===== src/rtl/mcu_hid_pkg.sv =====
// Shared opcodes, sizes and framer types for the MCU HID SPI receiver.
package mcu_hid_pkg;

  localparam logic [7:0] OP_KBD  = 8'h01;
  localparam logic [7:0] OP_MX   = 8'h0A;
  localparam logic [7:0] OP_MY   = 8'h0B;
  localparam logic [7:0] OP_MBTN = 8'h0C;
  localparam logic [7:0] OP_KJ   = 8'h0D;

  localparam int unsigned KBD_BYTES = 5;

  typedef enum logic [1:0] {
    ST_IDLE,
    ST_CMD,
    ST_DATA,
    ST_SKIP
  } frm_state_t;

  typedef enum logic [2:0] {
    CMD_KBD,
    CMD_MX,
    CMD_MY,
    CMD_MBTN,
    CMD_KJ
  } cmd_t;

  // True for every opcode the framer knows how to handle.
  function automatic logic op_known(input logic [7:0] op);
    return (op == OP_KBD) || (op == OP_MX) || (op == OP_MY) ||
           (op == OP_MBTN) || (op == OP_KJ);
  endfunction

endpackage


===== src/rtl/hid_spi_shift.sv =====
// SPI mode-0 slave bit layer: synchronises the raw pins into the core clock,
// detects sck/cs_n edges and assembles MSB-first bytes.
module hid_spi_shift #(
  parameter int unsigned SYNC_STAGES = 2
) (
  input  logic       clk,
  input  logic       rst_n,
  input  logic       spi_sck,
  input  logic       spi_mosi,
  input  logic       spi_cs_n,
  output logic       byte_vld,
  output logic [7:0] byte_data,
  output logic       cs_fall,
  output logic       cs_rise
);

  logic [SYNC_STAGES-1:0] sck_sync;
  logic [SYNC_STAGES-1:0] mosi_sync;
  logic [SYNC_STAGES-1:0] cs_sync;

  logic       sck_s;
  logic       mosi_s;
  logic       cs_s;
  logic       sck_prev;
  logic       cs_prev;
  logic       sck_rise;
  logic [6:0] shreg;
  logic [2:0] bit_cnt;

  // Synchronisers. cs_n resets to 0 so a reset taken mid-frame (cs_n still
  // low) cannot manufacture a false falling edge; the next frame needs a real
  // high-to-low transition.
  always_ff @(posedge clk or negedge rst_n) begin
    if (!rst_n) begin
      sck_sync  <= '0;
      mosi_sync <= '0;
      cs_sync   <= '0;
    end else begin
      sck_sync  <= {sck_sync[SYNC_STAGES-2:0], spi_sck};
      mosi_sync <= {mosi_sync[SYNC_STAGES-2:0], spi_mosi};
      cs_sync   <= {cs_sync[SYNC_STAGES-2:0], spi_cs_n};
    end
  end

  assign sck_s    = sck_sync[SYNC_STAGES-1];
  assign mosi_s   = mosi_sync[SYNC_STAGES-1];
  assign cs_s     = cs_sync[SYNC_STAGES-1];
  assign sck_rise = sck_s & ~sck_prev;

  // Edge history, shifter, bit counter and registered byte/edge pulses.
  always_ff @(posedge clk or negedge rst_n) begin
    if (!rst_n) begin
      sck_prev  <= 1'b0;
      cs_prev   <= 1'b0;
      shreg     <= '0;
      bit_cnt   <= '0;
      byte_vld  <= 1'b0;
      byte_data <= '0;
      cs_fall   <= 1'b0;
      cs_rise   <= 1'b0;
    end else begin
      sck_prev <= sck_s;
      cs_prev  <= cs_s;
      byte_vld <= 1'b0;
      cs_fall  <= cs_prev & ~cs_s;
      cs_rise  <= cs_s & ~cs_prev;
      if (cs_s || cs_prev) begin
        // Deselected, or first selected cycle: drop any partial byte.
        shreg   <= '0;
        bit_cnt <= '0;
      end else if (sck_rise) begin
        shreg   <= {shreg[5:0], mosi_s};
        bit_cnt <= bit_cnt + 3'd1;
        if (bit_cnt == 3'd7) begin
          byte_vld  <= 1'b1;
          byte_data <= {shreg, mosi_s};
        end
      end
    end
  end

endmodule


===== src/rtl/mcu_hid_rx.sv =====
// Frames bytes from the MCU SPI link into keyboard / mouse / joystick load
// strobes with data held alongside.
module mcu_hid_rx
  import mcu_hid_pkg::*;
#(
  parameter int unsigned SYNC_STAGES = 2
) (
  input  logic       fclk,
  input  logic       rst_n,
  input  logic       spi_sck,
  input  logic       spi_mosi,
  input  logic       spi_cs_n,
  output logic [7:0] kbd_in,
  output logic [2:0] kbd_in_sel,
  output logic       kbd_stb,
  output logic [7:0] mus_in,
  output logic       mus_xstb,
  output logic       mus_ystb,
  output logic       mus_btnstb,
  output logic       kj_stb,
  output logic       frame_err
);

  logic       byte_vld;
  logic [7:0] rx_byte;
  logic       cs_fall;
  logic       cs_rise;

  frm_state_t state_q, state_d;
  cmd_t       cmd_q, cmd_d;
  logic [2:0] cnt_q, cnt_d;

  logic [7:0] kbd_in_d;
  logic [2:0] kbd_in_sel_d;
  logic       kbd_stb_d;
  logic [7:0] mus_in_d;
  logic       mus_xstb_d;
  logic       mus_ystb_d;
  logic       mus_btnstb_d;
  logic       kj_stb_d;
  logic       frame_err_d;

  hid_spi_shift #(
    .SYNC_STAGES(SYNC_STAGES)
  ) u_shift (
    .clk       (fclk),
    .rst_n     (rst_n),
    .spi_sck   (spi_sck),
    .spi_mosi  (spi_mosi),
    .spi_cs_n  (spi_cs_n),
    .byte_vld  (byte_vld),
    .byte_data (rx_byte),
    .cs_fall   (cs_fall),
    .cs_rise   (cs_rise)
  );

  // Framer state, command and keyboard byte index.
  always_ff @(posedge fclk or negedge rst_n) begin
    if (!rst_n) begin
      state_q <= ST_IDLE;
      cmd_q   <= CMD_KBD;
      cnt_q   <= '0;
    end else begin
      state_q <= state_d;
      cmd_q   <= cmd_d;
      cnt_q   <= cnt_d;
    end
  end

  // Next-state logic; a rising cs_n overrides everything, including a byte
  // completing in the same cycle.
  always_comb begin
    state_d = state_q;
    cmd_d   = cmd_q;
    cnt_d   = cnt_q;
    if (cs_rise) begin
      state_d = ST_IDLE;
    end else begin
      case (state_q)
        ST_IDLE: if (cs_fall) state_d = ST_CMD;
        ST_CMD: begin
          if (byte_vld) begin
            state_d = ST_DATA;
            case (rx_byte)
              OP_KBD:  begin cmd_d = CMD_KBD; cnt_d = '0; end
              OP_MX:   cmd_d = CMD_MX;
              OP_MY:   cmd_d = CMD_MY;
              OP_MBTN: cmd_d = CMD_MBTN;
              OP_KJ:   cmd_d = CMD_KJ;
              default: state_d = ST_SKIP;
            endcase
          end
        end
        ST_DATA: begin
          if (byte_vld) begin
            if (cmd_q == CMD_KBD) begin
              cnt_d = cnt_q + 3'd1;
              if (cnt_q == 3'(KBD_BYTES - 1)) state_d = ST_SKIP;
            end else begin
              state_d = ST_SKIP;
            end
          end
        end
        default: state_d = state_q;
      endcase
    end
  end

  // Output decode: strobes default low, data holds its last value.
  always_comb begin
    kbd_in_d     = kbd_in;
    kbd_in_sel_d = kbd_in_sel;
    kbd_stb_d    = 1'b0;
    mus_in_d     = mus_in;
    mus_xstb_d   = 1'b0;
    mus_ystb_d   = 1'b0;
    mus_btnstb_d = 1'b0;
    kj_stb_d     = 1'b0;
    frame_err_d  = 1'b0;
    if (cs_rise) begin
      frame_err_d = (state_q == ST_DATA);
    end else if (byte_vld) begin
      if (state_q == ST_CMD) begin
        frame_err_d = ~op_known(rx_byte);
      end else if (state_q == ST_DATA) begin
        case (cmd_q)
          CMD_KBD: begin
            kbd_in_d     = rx_byte;
            kbd_in_sel_d = cnt_q;
            kbd_stb_d    = 1'b1;
          end
          CMD_MX:   begin mus_in_d = rx_byte; mus_xstb_d   = 1'b1; end
          CMD_MY:   begin mus_in_d = rx_byte; mus_ystb_d   = 1'b1; end
          CMD_MBTN: begin mus_in_d = rx_byte; mus_btnstb_d = 1'b1; end
          CMD_KJ:   begin mus_in_d = rx_byte; kj_stb_d     = 1'b1; end
          default:  frame_err_d = 1'b0;
        endcase
      end
    end
  end

  // Registered outputs: strobes one cycle after the byte completes.
  always_ff @(posedge fclk or negedge rst_n) begin
    if (!rst_n) begin
      kbd_in     <= '0;
      kbd_in_sel <= '0;
      kbd_stb    <= 1'b0;
      mus_in     <= '0;
      mus_xstb   <= 1'b0;
      mus_ystb   <= 1'b0;
      mus_btnstb <= 1'b0;
      kj_stb     <= 1'b0;
      frame_err  <= 1'b0;
    end else begin
      kbd_in     <= kbd_in_d;
      kbd_in_sel <= kbd_in_sel_d;
      kbd_stb    <= kbd_stb_d;
      mus_in     <= mus_in_d;
      mus_xstb   <= mus_xstb_d;
      mus_ystb   <= mus_ystb_d;
      mus_btnstb <= mus_btnstb_d;
      kj_stb     <= kj_stb_d;
      frame_err  <= frame_err_d;
    end
  end

endmodule


===== config.mk =====
export PLATFORM = sky130hd
export DESIGN_NAME = mcu_hid_rx
export DESIGN_NICKNAME = d
export VERILOG_FILES = /design/src/rtl/mcu_hid_pkg.sv /design/src/rtl/hid_spi_shift.sv /design/src/rtl/mcu_hid_rx.sv
export SDC_FILE = /design/constraint.sdc
export NUM_CORES = 1
export LEC_CHECK = 0
export BUFFER_PORTS_ARGS = -buffer_cell sky130_fd_sc_hd__buf_2
export CAP_MARGIN = 0
export CORE_MARGIN = 2
export CORE_UTILIZATION = 55
export CTS_CLUSTER_SIZE = 16
export DETAILED_ROUTE_END_ITERATION = 10
export HOLD_SLACK_MARGIN = 0.06
export PLACE_DENSITY_LB_ADDON = 0.3
export SYNTH_ARGS = -nofsm -noshare
export SYNTH_HDL_FRONTEND = slang
export SYNTH_HIERARCHICAL = 1
export SYNTH_SLANG_ARGS = --single-unit

===== constraint.sdc =====
create_clock -name fclk -period 5.48 [get_ports fclk]
set_input_delay 0.274 -clock fclk [delete_from_list [all_inputs] [get_ports fclk]]
set_output_delay 0.274 -clock fclk [all_outputs]
set_load 0.01 [all_outputs]

; ---- Word-level counts from Yosys, hierarchy flattened
; Cells that the tools add are included.
[word_totals]
regBits = 62
input_bits = 5
out_inout_bits = 25
elab_cells = 124
[op_classes]
n_addsub = 2
eq_ne = 21
n_mux = 49
bitwise = 10
reduce_logical = 19
[ops]
columns = operator, n
row1 = equality test 8 x 4 -> 1 bit (second input constant), 4
row2 = two-way mux 1 bit, 32
row3 = two-way mux 3 bit, 6
row4 = one-hot mux 3 bit (5 select lines), 1
row5 = AND reduction 5 bit, 3
row6 = two-way mux 7 bit, 2
row7 = two-way mux 2 bit, 6
row8 = equality test 3 bit (second input constant), 3
row9 = != test 3 x 1 -> 1 bit (second input constant), 3
row10 = equality test 8 x 1 -> 1 bit (second input constant), 1
row11 = NOT 1 bit, 7
row12 = adder 3 x 1 -> 3 bit (second input constant), 2
row13 = equality test 3 x 2 -> 1 bit (second input constant), 2
row14 = != test 2 x 1 -> 1 bit (second input constant), 3
row15 = one-hot mux 2 bit (3 select lines), 1
row16 = one-hot mux 3 bit (2 select lines), 1
row17 = AND reduction 6 bit, 1
row18 = logical OR 1 bit, 5
row19 = nonzero test 5 bit, 1
row20 = OR reduction 5 bit, 1
row21 = != test 4 x 3 -> 1 bit (second input constant), 1
row22 = AND reduction 4 bit, 1
row23 = nonzero test 2 bit, 2
row24 = nonzero test 4 bit, 1
row25 = other kinds (9), 11

; ---- Longest topological paths before layout
; Gate-level depths: netlist of run 1.
[depth]
word_depth = 9
mapped_depth = 8
mapped_depth_nobuf = 6

; ---- Hierarchy
; Netlist of run 1, hierarchy kept.
[by_module_without_submodules]
columns = mod, instances, cells_each, area_per_inst_um2, seq_area_each_um2
row1 = mcu_hid_rx, 1, 124, 1521.5, 825.8
row2 = hid_spi_shift, 1, 79, 1051.0, 725.7

; ---- Worst setup path after synthesis of run 1
; No wires, ideal clock.
[synth_path]
path_type = flip-flop to flip-flop
startpoint = register state_q[1]
endpoint = register kbd_in[0]
setup_ns = 0.125
arrival_time_ns = 1.886
required_ns = 5.355
slack_ns = 3.470
stages_incl_launch_ff = 9
n_path_buf = 2
period_less_slack_ns = 2.010
path_cell_list = dfrtp_1 inv_1 ha_1 buf_6 and4bb_2 nand2b_1 nor3_1 buf_4 mux2_2
[synth_via]
elab_chain_cells = 3
word_cells_on_any_way = 4
cone_classes = 2 x eq/ne / 1 x bitwise / 1 x reduce/logical
[synth_rtl]
columns = item, line_no
row1 = start: declaration, mcu_hid_rx.sv:29  ; frm_state_t state_q, state_d;
row2 = start signal: assignment, mcu_hid_rx.sv:64  ; state_q <= state_d;
row3 = equality test 2 x 1 -> 1 bit, mcu_hid_rx.sv:123  ; if (state_q == ST_CMD) begin
row4 = NOT 1 bit (no line), n/a
row5 = AND reduction 5 bit (no line) (*), n/a
row6 = end signal: assignment, mcu_hid_rx.sv:155  ; kbd_in <= kbd_in_d;
row7 = end: declaration, mcu_hid_rx.sv:13  ; output logic [7:0] kbd_in,
; Mark *: on every way between the ends. The rest lies on a longest branch, timed or not.
; A chain may end at the register's enable or synchronous reset.

; ---- Final worst setup path of run 1
[layout_path]
startpoint = register state_q[0]
endpoint = register kbd_in[2]
; The elaborated chain is that of the path after synthesis.

==> results.yml, run 1 <==
layout:
  multiInputGateArea_sq_um: 958
  register_area_sq_mm: 0.00155
  drive_above_1_share_pct: 32.5
  n_antenna_cell: 0
  fillers: 349
  design_area_sq_mm: 0.00298
  area_delta_synth_final_pct: 15.7
  layout.nets: 254
synthesis:
  ys_ff_latch: 62
  synth-main-ff-cell: "dfrtp_1"
  netlist_top_cells_area: "dfrtp_1, mux2_2, nand2_1, ha_1, a21oi_1"
  synth_top_cell_by_area: "dfrtp_1"
  avgSynthCellArea_sq_um: 12.7
  synth_cells: 203
  synthArstFlopShare_pct: 100
  synth_edf_count: 0
  yosys_warnings: 6
  synth_most_common_cell: "dfrtp_1"
  ys_seq_area_share_pct: 60.3
  synth_cell_types: 40
  syn-num-nets: 215
  synth.top_cell.area_share_pct: 60.3
  syn_area_sq_mm: 0.00257
  synthTopCellsByCount: "dfrtp_1, mux2_2, nand2_1"
global_route:
  grt_use_total_pct: 20.1
  overflow: 0
  antenna_found_initial: 0
  grt_pass1_vias: 1595
  grt_max_degree: 63
  grt_pass1_wl_microns: 7800
routing:
  routed_via_density: 5.39
  drt_iter0_drc: 101
  drcViolationCount: 0
  wire_per_inst_microns: 14.7
  postRouteAntennaNets: 0
  firstDrtPassIters: 4
  routed_wl_microns: 4390
  vias: 1607
sta:
  fmax_mhz: 476
  worstMarginPinSlew_ns: 0.739
  period_minus_slack_ns: 2.10
  min_period_over_period_pct: 38.3
  timing.hold.ws_ns: 0.0809
  hold_viol: 0
  fin_ws_ns: 3.38
  rsz0062_at_grt: "no"
  finalSetupViolCount: 0
  fin_tns_setup_ns: 0
  slew_viol_final: 0
  finalClockSkew_ns: 0.00613
  slew_headroom_pct: 50.8
die:
  io_pins: 30
  dieArea_sq_mm: 0.00524
  fp.dieH_microns: 72.4
  core-area_sq_mm: 0.00444
  initial_core_util_pct: 57.9
  die_x_microns: 72.4
  rows: 24
critical_path:
  path_class: "reg2reg"
  crit_buf_inv: 2
  path_cells: "inv_1, ha_1, and4bb_2, nand2b_1, nor3_1, buf_4, mux2_2"
  crit_family: "simple AND/OR/NAND/NOR gates"
  reg2reg_to: "kbd_in[2]"
  cp-start-kind: "flip-flop"
  critPathSlowestCell: "ha_1"
  crit_arrival_ns: 2.32
  end_kind: "flip-flop"
  rr_startpoint: "state_q[0]"
  path_max_fanout: 12
  crit_required_ns: 5.70
  reg2reg_depth: 7
  reg2reg_slack_ns: 3.38
  max_stage_delay_ns: 0.39
clock_network:
  cts_buffer_depth: 2
  cts_resized: 0
  clock_latency_ns: 0.34
  cts_sinks: 62
  post-cts-setup-buffer-count: 0
  tritoncts: "yes"
  cts_root_buf: "clkbuf_8"
  cts_max_level: 3
  holdBufCountCts: 3
  numCtsBuffers: 9
  clk_pin_slew_worst_paths_ns: 0.07
placement:
  routabilityCongestion: 0.855
  hpwl_microns: 2960
  dp_slack_ns: 3.36
  io_buffers: 29
  dpl_cell_area_sq_mm: 0.00276
power:
  ir_drop_mv: 0.201
  p_total_mw: 0.945
  power_density_mw_per_mm2: 318
  leakagePower_nw: 1.54
worst_hold_path:
  hold_class: "in2async"
run:
  max_cap_violations: 0
status:
  status: "complete, no violations"
where the power goes:
part	internal, mW	switching, mW
registers	0.469	0.00674
logic	0.0349	0.0504
clock network	0.218	0.166
routing by layer:
metal  wire [microns]  vias up  GRT usage [%]
met2             2070       37           29.1
met3              183        9           6.11
met5                0        -              0
li1                 -      779              -
met4               85        0           9.88
met1             2050      782           27.7
how the worst max path moves through the flow:
stage / from / to / slack [ns] / cells past startpoint
6_report: state_q[0] / kbd_in[2] / 3.38 / 7
3_3_place_gp: state_q[0] / kbd_in[7] / 3.41 / 7
5_1_grt: state_q[0] / kbd_in[2] / 3.19 / 7
3_5_place_dp: state_q[0] / mus_in[1] / 3.36 / 5
2_1_floorplan: state_q[1] / kbd_in[0] / 3.47 / 8
4_1_cts: state_q[0] / mus_in[6] / 3.36 / 5
area by class of cell:
class / count / share of cell area (%)
Multi-Input combinational cell: 129 / 32.2
Timing Repair Buffer: 34 / 6.39
Clock buffer: 11 / 4.75
Clock inverter: 4 / 1.60
Sequential cell: 62 / 52.1
Tap cell: 52 / 2.19
Inverter: 6 / 0.757
cell usage in the layout (no fill, tap or decap), drive strengths merged, types with 2 or more instances in the layout:
| cell | netlist | layout |
|---|---|---|
| dfrtp | 62 | 62 |
| buf | 5 | 31 |
| nand2 | 29 | 29 |
| mux2 | 29 | 29 |
| a21oi | 11 | 11 |
| clkbuf | 1 | 11 |
| nor2 | 8 | 8 |
| ha | 7 | 7 |
| inv | 6 | 6 |
| nor2b | 5 | 5 |
| nand2b | 4 | 4 |
| o21ai | 4 | 4 |
| nor3b | 3 | 3 |
| mux2i | 3 | 3 |
| dlygate4sd3 | 0 | 3 |
| nand3 | 3 | 3 |
| and3 | 2 | 2 |
| a211o | 2 | 2 |
| o21bai | 2 | 2 |
| clkinv | 0 | 2 |
logic make-up (layout without fill, tap and decap cells):
| family | count (synthesis) | count (layout) | share of synthesized area [%] |
|---|---|---|---|
| AND/OR/NAND/NOR | 64 | 64 | 13.5 |
| flip-flops | 62 | 62 | 60.3 |
| multiplexers | 32 | 32 | 13.9 |
| AO/OA/AOI/OAI | 24 | 24 | 5.79 |
| buffers and inverters | 12 | 55 | 2.43 |
| adder cells (fa/ha/maj) | 7 | 7 | 3.40 |
| XOR/XNOR | 2 | 2 | 0.681 |
state kept, by name (all words and copies together) (netlist names), 2 cells and up:
signal	cells
state_q	2
cmd_q	3
u_shift/byte_data	8
u_shift/bit_cnt	3
kbd_in_sel	3
cnt_q	3
u_shift/shreg	7
mus_in	8
u_shift/cs_sync	2
u_shift/mosi_sync	2
kbd_in	8
u_shift/sck_sync	2
per-stage QoR:
stage	instances	util (%)
floorplan	203	-
global placement	280	62.0
detailed placement	280	62.0
CTS	298	67.0
global route	298	67.0
finish	298	67.0
(Power assumes the default switching activity.)
==> run 2: changes to the inputs <==
==> constraint.sdc (replaced) <==
create_clock -name fclk -period 2 [get_ports fclk]
set_input_delay 0.1 -clock fclk [delete_from_list [all_inputs] [get_ports fclk]]
set_output_delay 0.1 -clock fclk [all_outputs]
set_load 0.01 [all_outputs]
==> results.yml, run 2 (same netlist as run 1, synthesis figures left out) <==
sta:
  finalClockSkew_ns: 0.00601
  worstMarginPinSlew_ns: 0.645
  period_minus_slack_ns: 1.89
  timing.hold.ws_ns: 0.320
  fmax_mhz: 530
  rsz0062_at_grt: "no"
  finalSetupViolCount: 0
  hold_viol: 0
  slew_viol_final: 0
  min_period_over_period_pct: 94.4
  slew_headroom_pct: 57.0
  fin_tns_setup_ns: 0
global_route:
  grt_max_degree: 36
  overflow: 0
  grt_pass1_wl_microns: 7420
  grt_use_total_pct: 19.1
  grt_pass1_vias: 1646
  antenna_found_initial: 0
clock_network:
  numCtsBuffers: 9
  post-cts-setup-buffer-count: 0
  cts_max_level: 3
  clock_latency_ns: 0.34
  tritoncts: "yes"
  cts_root_buf: "clkbuf_8"
  clk_pin_slew_worst_paths_ns: 0.07
  cts_buffer_depth: 2
  cts_sinks: 62
routing:
  routed_via_density: 5.36
  postRouteAntennaNets: 0
  firstDrtPassIters: 4
  drt_iter0_drc: 58
  wire_per_inst_microns: 14.1
  drcViolationCount: 0
  routed_wl_microns: 4330
  vias: 1645
critical_path:
  reg2reg_to: "kbd_in[4]"
  path_class: "reg2reg"
  reg2reg_depth: 7
  crit_cells: 7
  crit_buf_inv: 2
  max_stage_delay_ns: 0.38
  crit_required_ns: 2.22
  end_kind: "flip-flop"
  rr_startpoint: "state_q[0]"
  crit_family: "simple AND/OR/NAND/NOR gates"
  crit_arrival_ns: 2.11
  critPathSlowestCell: "dfrtp_1"
  path_cells: "inv_1, ha_2, and4bb_2, nand2b_1, nor3_2, buf_4, mux2_2"
  cp-start-kind: "flip-flop"
  path_max_fanout: 12
  reg2reg_slack_ns: 0.11
layout:
  design_area_sq_mm: 0.00309
  final_cell_count_no_fill: 307
  multiInputGateArea_sq_um: 966
  register_area_sq_mm: 0.00155
  mostFrequentLayoutCells: "dfrtp_1, nand2_1, mux2_2, buf_2, a21oi_1"
  layout.nets: 262
  final_common_cell: "dfrtp_1"
  drive_above_1_share_pct: 35.7
  top_regs: "kbd_in (8), mus_in (8), u_shift/byte_data (8)"
  area_delta_synth_final_pct: 20.2
  n_antenna_cell: 0
  fillers: 331
die:
  rows: 24
  io_pins: 30
  die_x_microns: 72.4
  initial_core_util_pct: 57.9
  fp.dieH_microns: 72.4
  dieArea_sq_mm: 0.00524
  core-area_sq_mm: 0.00444
power:
  power_density_mw_per_mm2: 895
  leakagePower_nw: 1.60
  ir_drop_mv: 0.563
placement:
  routabilityCongestion: 0.823
  io_buffers: 29
  dpl_cell_area_sq_mm: 0.00283
  dp.cells: 287
  hpwl_microns: 3050
run:
  max_cap_violations: 0
worst_hold_path:
  hold_class: "in2async"
status:
  status: "complete, no violations"
==> run 2: changes by cell type in the layout (fill, tap and decap cells not counted), sizes merged <==
cell,delta
buf,+7
clkbuf,-2
bufinv,+1
clkinvlp,+1
dlygate4sd3,+1
inv,+1
==> run 2: final cells by class <==
cell class	count	share of cell area, %
clock inverter	7	3.16
tap	52	2.10
clock buffer	9	4.01
sequential	62	50.2
multi-input combinational	129	31.2
timing repair buffer	42	8.58
inverter	6	0.728
==> run 2: worst max path at each step <==
stage                      to        from  slack, ns
floorplan           kbd_in[0]  state_q[1]       0.09
global placement    kbd_in[4]  state_q[0]       0.16
detailed placement  kbd_in[5]  state_q[0]       0.09
CTS                 kbd_in[4]  state_q[0]       0.08
global route        kbd_in[6]  state_q[0]    0.00007
finish              kbd_in[4]  state_q[0]       0.11
==> run 2: layer usage <==
metal | wire length, microns | GRT usage, % | up-vias
met5 | 0 | 0 | -
met4 | 64 | 7.41 | 0
met3 | 172 | 7.92 | 5
met2 | 2130 | 30.3 | 27
met1 | 1960 | 23.4 | 811
li1 | - | - | 802
==> run 2: metrics by stage <==
stage                     util (%)  power [mW]  worst slack (ns)
after floorplan                  -        1.51            0.0893
after global placement        63.6        1.58             0.160
after detailed placement      63.6        1.58            0.0943
after CTS                     69.5        2.80            0.0791
after global routing          69.6        2.89         0.0000739
final                         69.6        2.77             0.113
==> run 2: where the power goes <==
group / switching [mW] / internal (mW)
registers: 0.0182 / 1.28
logic: 0.146 / 0.116
clock network: 0.498 / 0.705
==> run 2: timing repair <==
item                                   in CTS  in global routing
setup endpoints to repair                   0                 15
hold buffers                                4                  0
endpoints found under the hold margin      30                  0
gates resized for setup                     0                  1
==> run 3: changes to the inputs <==
--- a/config.mk
+++ b/config.mk
@@ -5,12 +5,12 @@
 export SDC_FILE = /design/constraint.sdc
 export NUM_CORES = 1
 export LEC_CHECK = 0
-export BUFFER_PORTS_ARGS = -buffer_cell sky130_fd_sc_hd__buf_2
 export CAP_MARGIN = 0
 export CORE_MARGIN = 2
 export CORE_UTILIZATION = 55
 export CTS_CLUSTER_SIZE = 16
 export DETAILED_ROUTE_END_ITERATION = 10
+export DONT_BUFFER_PORTS = 1
 export HOLD_SLACK_MARGIN = 0.06
 export PLACE_DENSITY_LB_ADDON = 0.3
 export SYNTH_ARGS = -nofsm -noshare
==> results.yml, run 3 (same netlist as run 1, synthesis figures left out) <==
status:
  status: "complete, no violations"
layout:
  area_delta_synth_final_pct: 11.9
  top_regs: "kbd_in (8), mus_in (8), u_shift/byte_data (8)"
  layout.nets: 233
  postLayoutCoreUtil_pct: 64.8
  final_common_cell: "dfrtp_1"
  design_area_sq_mm: 0.00288
  fillers: 338
  drive_above_1_share_pct: 24.9
  n_antenna_cell: 0
  mostFrequentLayoutCells: "dfrtp_1, nand2_1, mux2_2"
power:
  power_density_mw_per_mm2: 842
  p_total_mw: 2.42
  ir_drop_mv: 0.532
  leakagePower_nw: 1.43
sta:
  worstMarginPinSlew_ns: 0.431
  period_minus_slack_ns: 1.87
  finalClockSkew_ns: 0.00753
  slew_viol_final: 0
  finalSetupViolCount: 0
  min_period_over_period_pct: 93.7
  hold_viol: 0
  fin_tns_setup_ns: 0
  rsz0062_at_grt: "no"
  fmax_mhz: 534
  slew_headroom_pct: 70.9
die:
  io_pins: 30
  core-area_sq_mm: 0.00444
  rows: 24
  die_x_microns: 72.4
  fp.dieH_microns: 72.4
  dieArea_sq_mm: 0.00524
  initial_core_util_pct: 57.9
run:
  max_cap_violations: 0
placement:
  hpwl_microns: 3120
  io_buffers: 0
  routabilityCongestion: 0.770
  dpl_cell_area_sq_mm: 0.00266
clock_network:
  numCtsBuffers: 9
  cts_root_buf: "clkbuf_8"
  clock_latency_ns: 0.33
  clk_pin_slew_worst_paths_ns: 0.06
  post-cts-setup-buffer-count: 0
  cts_sinks: 62
  tritoncts: "yes"
  cts_max_level: 3
  cts_buffer_depth: 2
global_route:
  overflow: 0
  grt_pass1_vias: 1619
  grt_pass1_wl_microns: 7510
  antenna_found_initial: 0
  grt_use_total_pct: 19.2
  grt_max_degree: 63
critical_path:
  path_max_fanout: 6
  crit_required_ns: 2.21
  path_class: "reg2reg"
  crit_top_cell: "a211o_1"
  max_stage_delay_ns: 0.46
  path_cells: "nor4b_1, nand2_1, a211o_1, a211o_1"
  critPathSlowestCell: "nor4b_1"
  cp-start-kind: "flip-flop"
  end_kind: "flip-flop"
  crit_arrival_ns: 2.09
routing:
  vias: 1546
  drcViolationCount: 0
  drt_iter0_drc: 49
  routed_via_density: 5.58
  routed_wl_microns: 4390
  top_layer: "met4"
  wl_met1_microns: 1860
  wl_met2_microns: 2280
  postRouteAntennaNets: 0
  met3WireLength_microns: 200
  wire_per_inst_microns: 15.8
  firstDrtPassIters: 4
worst_hold_path:
  hold_class: "in2async"
run 3: worst max-delay path: cells and delay by family, from the launching register on:
kind | cells | cell delay [ns]
compound gates | 2 | 0.68
flops | 1 | 0.44
simple gates | 2 | 0.64
run 3: power breakdown:
part,total (mW),leakage [nW],switching [mW],internal (mW)
registers,1.30,0.843,0.0189,1.28
clock network,0.853,0.0773,0.414,0.439
logic,0.267,0.505,0.153,0.114
total,2.42,1.43,0.587,1.84
run 3: layer usage:
metal	track usage, %	vias to the layer above
met5	0	-
met4	6.79	0
met3	8.19	7
met1	22.3	777
met2	32.1	25
li1	-	737
run 3: worst paths after layout:
kind                                      start              endpoint  slack, ns  cells after the start
max reg2reg                u_shift/byte_data[3]              cnt_q[2]       0.13                      4
min in group fclk                      spi_mosi  u_shift/mosi_sync[0]       0.32                      1
min                                       rst_n         kbd_in_sel[2]       0.31                      2
min reg2reg                 u_shift/sck_sync[0]   u_shift/sck_sync[1]       0.35                      0
max in group asynchronous                 rst_n  u_shift/byte_data[7]       1.45                      2
max                        u_shift/byte_data[3]              cnt_q[2]       0.13                      4
run 3: layout make-up:
cell class | count | area, sq um | area share [%]
repair buffers | 13 | 128 | 4.43
flip-flops and latches | 62 | 1550 | 53.9
multi-input cells | 129 | 963 | 33.5
well taps | 52 | 65.1 | 2.26
inverters | 6 | 22.5 | 0.782
clock buffers | 13 | 139 | 4.82
clock inverters | 2 | 10.0 | 0.348
run 3: repair_timing:
action                                  in CTS  in global routing
endpoints found under the hold margin       65                  0
endpoints found under the setup margin       0                  1
hold buffers                                 5                  0
resized for setup                            0                  1
run 3: stage by stage:
step                      instances  setup slack [ns]  hold slack, ns
after detailed placement        257             0.126          -0.194
final                           277             0.126           0.308
after CTS                       277             0.119           0.296
after floorplan                 203            0.0893          -0.196
after global placement          257             0.208          -0.194
after global routing            277            0.0164           0.303
